$ cat src/rtl/seg_pkg.sv
// Shared constants for the four-digit seven-segment display path:
// widths, segment bit positions and the status-word glyphs.
package seg_pkg;

  localparam int SEG_W      = 7;
  localparam int NUM_DIGITS = 4;
  localparam int IDX_W      = 2;

  localparam int SEG_A = 0;
  localparam int SEG_B = 1;
  localparam int SEG_C = 2;
  localparam int SEG_D = 3;
  localparam int SEG_E = 4;
  localparam int SEG_F = 5;
  localparam int SEG_G = 6;

  typedef logic [SEG_W-1:0] seg_t;
  typedef seg_t word_t [NUM_DIGITS];

  localparam seg_t SEG_BLANK = 7'h00;

  localparam seg_t GLYPH_C = 7'h39;
  localparam seg_t GLYPH_O = 7'h5C;
  localparam seg_t GLYPH_L = 7'h38;
  localparam seg_t GLYPH_D = 7'h5E;
  localparam seg_t GLYPH_R = 7'h50;
  localparam seg_t GLYPH_P = 7'h73;
  localparam seg_t GLYPH_H = 7'h76;
  localparam seg_t GLYPH_T = 7'h78;

  // Words are listed leftmost digit first.
  localparam word_t WORD_COLD = '{GLYPH_C, GLYPH_O, GLYPH_L, GLYPH_D};
  localparam word_t WORD_DROP = '{GLYPH_D, GLYPH_R, GLYPH_O, GLYPH_P};
  localparam word_t WORD_HOT  = '{SEG_BLANK, GLYPH_H, GLYPH_O, GLYPH_T};

  // Active-low anode pattern selecting one digit; digit1 sits on the MSB.
  function automatic logic [NUM_DIGITS-1:0] anode_n(input logic [IDX_W-1:0] idx);
    logic [NUM_DIGITS-1:0] a;
    a = '1;
    a[IDX_W'(NUM_DIGITS-1) - idx] = 1'b0;
    return a;
  endfunction

endpackage

$ cat src/rtl/seg_slot_timer.sv
// Digit-slot timer: counts DIV cycles per slot and steps the digit index
// 0..3; flags the last cycle of a slot and the leading blank gap.
module seg_slot_timer
  import seg_pkg::*;
#(
  parameter int DIV   = 50000,
  parameter int BLANK = 1000
) (
  input  logic             clk,
  input  logic             rst_n,
  output logic             slot_wrap,
  output logic             blank_phase,
  output logic [IDX_W-1:0] index
);

  localparam int CNT_W = $clog2(DIV);
  localparam logic [CNT_W-1:0] LAST = CNT_W'(DIV - 1);

  logic [CNT_W-1:0] cnt;

  always_ff @(posedge clk or negedge rst_n) begin
    if (!rst_n) begin
      cnt   <= '0;
      index <= '0;
    end else if (cnt == LAST) begin
      cnt   <= '0;
      index <= index + 1'b1;
    end else begin
      cnt <= cnt + 1'b1;
    end
  end

  assign slot_wrap = (cnt == LAST);

  generate
    if (BLANK == 0) begin : g_no_gap
      assign blank_phase = 1'b0;
    end else begin : g_gap
      assign blank_phase = (cnt < CNT_W'(BLANK));
    end
  endgenerate

endmodule

$ cat src/rtl/seg_scan_driver.sv
// Four-digit multiplexed seven-segment driver with shadow registers,
// deghosting blank gap and frame pulse. Optional blink via SEG_BLINK_EN.
module seg_scan_driver
  import seg_pkg::*;
#(
  parameter int DIV   = 50000,
  parameter int BLANK = 1000
`ifdef SEG_BLINK_EN
  ,
  parameter int BLINK_FRAMES = 25
`endif
) (
  input  logic                  clk,
  input  logic                  rst_n,
  input  logic [SEG_W-1:0]      seg1_in,
  input  logic [SEG_W-1:0]      seg2_in,
  input  logic [SEG_W-1:0]      seg3_in,
  input  logic [SEG_W-1:0]      seg4_in,
  input  logic                  upd,
  input  logic                  en,
`ifdef SEG_BLINK_EN
  input  logic                  blink,
`endif
  output logic [SEG_W-1:0]      seg_n,
  output logic [NUM_DIGITS-1:0] an_n,
  output logic                  frame_done
);

  logic             slot_wrap;
  logic             blank_phase;
  logic [IDX_W-1:0] index;
  logic             frame_evt;
  logic             visible;
  logic             dark;
  seg_t             shadow [NUM_DIGITS];

  seg_slot_timer #(
    .DIV   (DIV),
    .BLANK (BLANK)
  ) u_timer (
    .clk         (clk),
    .rst_n       (rst_n),
    .slot_wrap   (slot_wrap),
    .blank_phase (blank_phase),
    .index       (index)
  );

  assign frame_evt = slot_wrap && (index == IDX_W'(NUM_DIGITS - 1));

  // upd is a single-cycle strobe with no back-pressure: all four shadows
  // load together on any edge where it is high.
  always_ff @(posedge clk or negedge rst_n) begin
    if (!rst_n) begin
      for (int i = 0; i < NUM_DIGITS; i++) shadow[i] <= SEG_BLANK;
    end else if (upd) begin
      shadow[0] <= seg1_in;
      shadow[1] <= seg2_in;
      shadow[2] <= seg3_in;
      shadow[3] <= seg4_in;
    end
  end

`ifdef SEG_BLINK_EN
  localparam int FC_W = (BLINK_FRAMES > 1) ? $clog2(BLINK_FRAMES) : 1;

  logic [FC_W-1:0] frame_cnt;

  always_ff @(posedge clk or negedge rst_n) begin
    if (!rst_n) begin
      visible   <= 1'b1;
      frame_cnt <= '0;
    end else if (!blink) begin
      visible   <= 1'b1;
      frame_cnt <= '0;
    end else if (frame_evt) begin
      if (frame_cnt == FC_W'(BLINK_FRAMES - 1)) begin
        frame_cnt <= '0;
        visible   <= ~visible;
      end else begin
        frame_cnt <= frame_cnt + 1'b1;
      end
    end
  end
`else
  assign visible = 1'b1;
`endif

  assign dark = !en || !visible || blank_phase;

  // Outputs lag the timer by one cycle, so frame_done stays aligned with
  // the last displayed cycle of the digit4 slot.
  always_ff @(posedge clk or negedge rst_n) begin
    if (!rst_n) begin
      an_n       <= '1;
      seg_n      <= ~SEG_BLANK;
      frame_done <= 1'b0;
    end else begin
      an_n       <= dark ? '1 : anode_n(index);
      seg_n      <= dark ? ~SEG_BLANK : ~shadow[index];
      frame_done <= frame_evt;
    end
  end

endmodule

$ cat config.mk
export PLATFORM = sky130hd
export DESIGN_NAME = seg_scan_driver
export DESIGN_NICKNAME = d
export VERILOG_FILES = /design/src/rtl/seg_pkg.sv /design/src/rtl/seg_slot_timer.sv /design/src/rtl/seg_scan_driver.sv
export SDC_FILE = /design/constraint.sdc
export NUM_CORES = 1
export LEC_CHECK = 0
export ABC_CLOCK_PERIOD_IN_PS = 6320
export CAP_MARGIN = 5
export CORE_MARGIN = 4
export CORE_UTILIZATION = 30
export DETAILED_ROUTE_END_ITERATION = 8
export PLACE_DENSITY = 0.5
export RECOVER_POWER = 25
export SLEW_MARGIN = 5
export SYNTH_ARGS = -nofsm -noshare
export SYNTH_HDL_FRONTEND = slang
export SYNTH_SLANG_ARGS = --single-unit
$ cat constraint.sdc
create_clock -name clk -period 6.32 [get_ports clk]
set_input_delay 0.632 -clock clk [delete_from_list [all_inputs] [get_ports clk]]
set_output_delay 0.632 -clock clk [all_outputs]
set_load 0.01 [all_outputs]
==> reports/summary.txt <==
CTS tree -> yes
Seq/Total Area, Yosys -> 58.9%
leading cell type in the layout, fill and taps excluded -> sky130_fd_sc_hd__dfrtp_1
number of warnings reported in the yosys synthesis log -> 0
slew at the pin with the worst max-slew slack -> 3.02 ns
Min Clock Period, post-route -> 3.09 ns
starting utilization of the core area -> 31.5%
count of state elements after synthesis -> 58
post-route antenna net violation count -> 0
list of cells traversed by the critical path -> buf_2, clkbuf_1
Setup Crit Path Kind -> input pin to async pin
Area growth, synth to finish -> 29.3%
post-place setup slack -> 4.21 ns
Buf/Inv on CP -> 2
max-cap violations -> 1
maximum clock skew at final layout -> 0.00551 ns
net count after synthesis -> 219
initial drt markers -> 56
number of global-route vias before repair -> 1640
CTS Buffer Depth -> 2
drt first pass iters -> 4
count of final max-slew check failures -> 59
min setup slack post-route -> 3.23 ns
share of cells above drive strength 1 -> 28.0%
fraction of the cycle the final worst path needs -> 49.0%
Die W -> 99.1 µm
number of levels the H-tree was split into -> 3
count of buffers inserted at the top-level ports -> 43
Via-to-Cell Ratio -> 4.53
number of placed instances, taps included -> 322
setup TNS -> 0 ns
wire per inst -> 13.9 µm
clock-pin slew on the worst setup and hold paths -> 0.06 ns
netlist area before placement -> 2490 µm²
dominant synthesized flop cell -> sky130_fd_sc_hd__dfrtp_1
maximum number of pins on one net before global-route repair -> 59
Post-CTS Setup Bufs -> 0
kind of capture point of the worst setup path -> async pin
clock network latency to the later pin of the worst-skew pair -> 0.32 ns
highest net fanout along the worst path -> 58
Floorplan Core Area -> 7890 µm²
worst hold-check path type -> register to register
count of different cell masters after synthesis -> 28
proportion of synthesized flip-flops having asynchronous set or reset -> 100%
achievable clock frequency -> 323 MHz
number of enable-type register cells in the synthesized netlist -> 0
cells on worst reg2reg path -> 3
final weighted congestion of routability-driven global placement -> 0.790
die area -> 9810 µm²
post-cts resize count -> 0
Max transition margin -> -101%
delay of the slowest cell on the worst path -> 2.12 ns
violations in the final reports -> max-capacitance violations, max-slew violations
FP Rows -> 32
Largest delay share family, worst path -> buffers and inverters
total global routing overflow -> 0
hold bufs inserted after CTS -> 0
static leakage power -> 1.29 nW
PwrDens -> 245 nW/µm²
vias after detailed routing -> 1532
critical path launch point type -> input pin
number of design rule violations left after detail routing -> 0
number of nets in the finished design -> 268
final setup vio count -> 0
maximum vdd drop -> 0.120 mV
Data required, critical path -> 6.08 ns
cell depth of the worst setup path -> 2
Mean Syn Cell Area -> 13.7 µm²
die outline height -> 99.1 µm
gate count after technology mapping -> 182
number of hold violations in the final report -> 0
worst hold path stage count -> 1
total routing usage reported by global routing -> 10.5%
root cell of the clock tree -> sky130_fd_sc_hd__clkbuf_8
wire length of the first global-routing pass -> 8020 µm
arrival time worst endpoint -> 2.86 ns
number of antenna diodes -> 0
routed wire length -> 4690 µm
Inserted Clock Buffers -> 9
sinks on the clock net -> 58
most frequent cells in the layout -> sky130_fd_sc_hd__dfrtp_1 (47), sky130_fd_sc_hd__clkdlybuf4s50_1 (42), sky130_fd_sc_hd__mux2_2 (28), sky130_fd_sc_hd__nand2_1 (19)
library cell contributing the largest single delay on the critical path -> sky130_fd_sc_hd__clkbuf_1
unrepaired setup endpoints after global routing -> false
initial antenna violation count -> 0
Final Hold Slack -> 0.487 ns
count of non-filler cells in the finished layout -> 338
I/O pin count -> 44
detailed placement HPWL -> 3220 µm
status -> finished, violations left
[through the flow]
step / power, mW / util (%) / instance area [µm²]
2_1_floorplan: 0.430 / - / 2490
3_5_place_dp: 0.462 / 38.3 / 3020
5_1_grt: 0.832 / 40.8 / 3220
6_report: 0.789 / 40.8 / 3220
3_3_place_gp: 0.462 / 38.3 / 3020
4_1_cts: 0.805 / 40.8 / 3220
[flip-flops by register name, indices dropped and copies added (netlist names)]
signal	count
shadow	28
u_timer.cnt	16
u_timer.index	2
frame_done	1
an_n	4
seg_n	7
[power by group]
part / switching (mW) / internal, mW
logic: 0.0176 / 0.0380
clock network: 0.132 / 0.204
registers: 0.00833 / 0.390
[path summary, 6_finish.rpt]
kind	end	slack (ns)	startpoint
min reg2reg	u_timer.cnt[0]	0.49	u_timer.cnt[0]
max reg2reg	u_timer.cnt[8]	4.23	u_timer.cnt[11]
max in group clk	u_timer.cnt[8]	4.23	u_timer.cnt[11]
min	u_timer.cnt[0]	0.49	u_timer.cnt[0]
min in group asynchronous	u_timer.cnt[7]	1.40	rst_n
max	shadow[18]	3.23	rst_n
[cell type report]
cell class	count	area, µm²
clock inverters	2	35.0
inverters	4	15.0
repair buffers	45	437
fillers	768	4670
clock buffers	14	163
multi-input cells	113	973
well taps	102	128
flip-flops and latches	58	1470
[metal layers]
metal  vias up  track usage [%]  routed length (µm)
met3         5             5.24                 305
li1        738                -                   -
met1       743             13.6                2200
met5         -                0                   0
met2        46             16.0                2150
met4         0             2.21                  37
[cell families after synthesis]
| family | after synthesis | share of synthesized area [%] |
|---|---|---|
| adder cells (fa/ha/maj) | 5 | 2.52 |
| buffers and inverters | 11 | 1.96 |
| AO/OA/AOI/OAI | 2 | 0.654 |
| flip-flops | 58 | 58.9 |
| AND/OR/NAND/NOR | 56 | 11.4 |
| multiplexers | 37 | 20.0 |
| XOR/XNOR | 13 | 4.58 |
[worst register-to-register path, stage by stage (launching register included)]
cell and delay [ns]:
sky130_fd_sc_hd__dfrtp_1 0.42, sky130_fd_sc_hd__or4_4 0.58, sky130_fd_sc_hd__nor4_1 0.82, sky130_fd_sc_hd__nor2_1 0.12
[synthesized netlist by cell type, types with 2 or more instances]
library cell / count / area [µm²]
sky130_fd_sc_hd__inv_1: 4 / 15.0
sky130_fd_sc_hd__xnor2_1: 7 / 61.3
sky130_fd_sc_hd__clkbuf_1: 5 / 18.8
sky130_fd_sc_hd__nor2_1: 10 / 37.5
sky130_fd_sc_hd__xor2_1: 6 / 52.6
sky130_fd_sc_hd__dfstp_2: 11 / 289
sky130_fd_sc_hd__and3_1: 2 / 12.5
sky130_fd_sc_hd__mux4_2: 7 / 158
sky130_fd_sc_hd__or4_1: 2 / 15.0
sky130_fd_sc_hd__nand3_1: 7 / 35.0
sky130_fd_sc_hd__nand2_1: 19 / 71.3
sky130_fd_sc_hd__dfrtp_1: 47 / 1180
sky130_fd_sc_hd__or4_4: 2 / 22.5
sky130_fd_sc_hd__ha_1: 5 / 62.6
sky130_fd_sc_hd__mux2_2: 28 / 315
sky130_fd_sc_hd__nor3_1: 3 / 15.0
sky130_fd_sc_hd__nand4_1: 3 / 18.8
sky130_fd_sc_hd__nor4_1: 4 / 25.0
No activity file was read; power rests on OpenSTA's default activity.
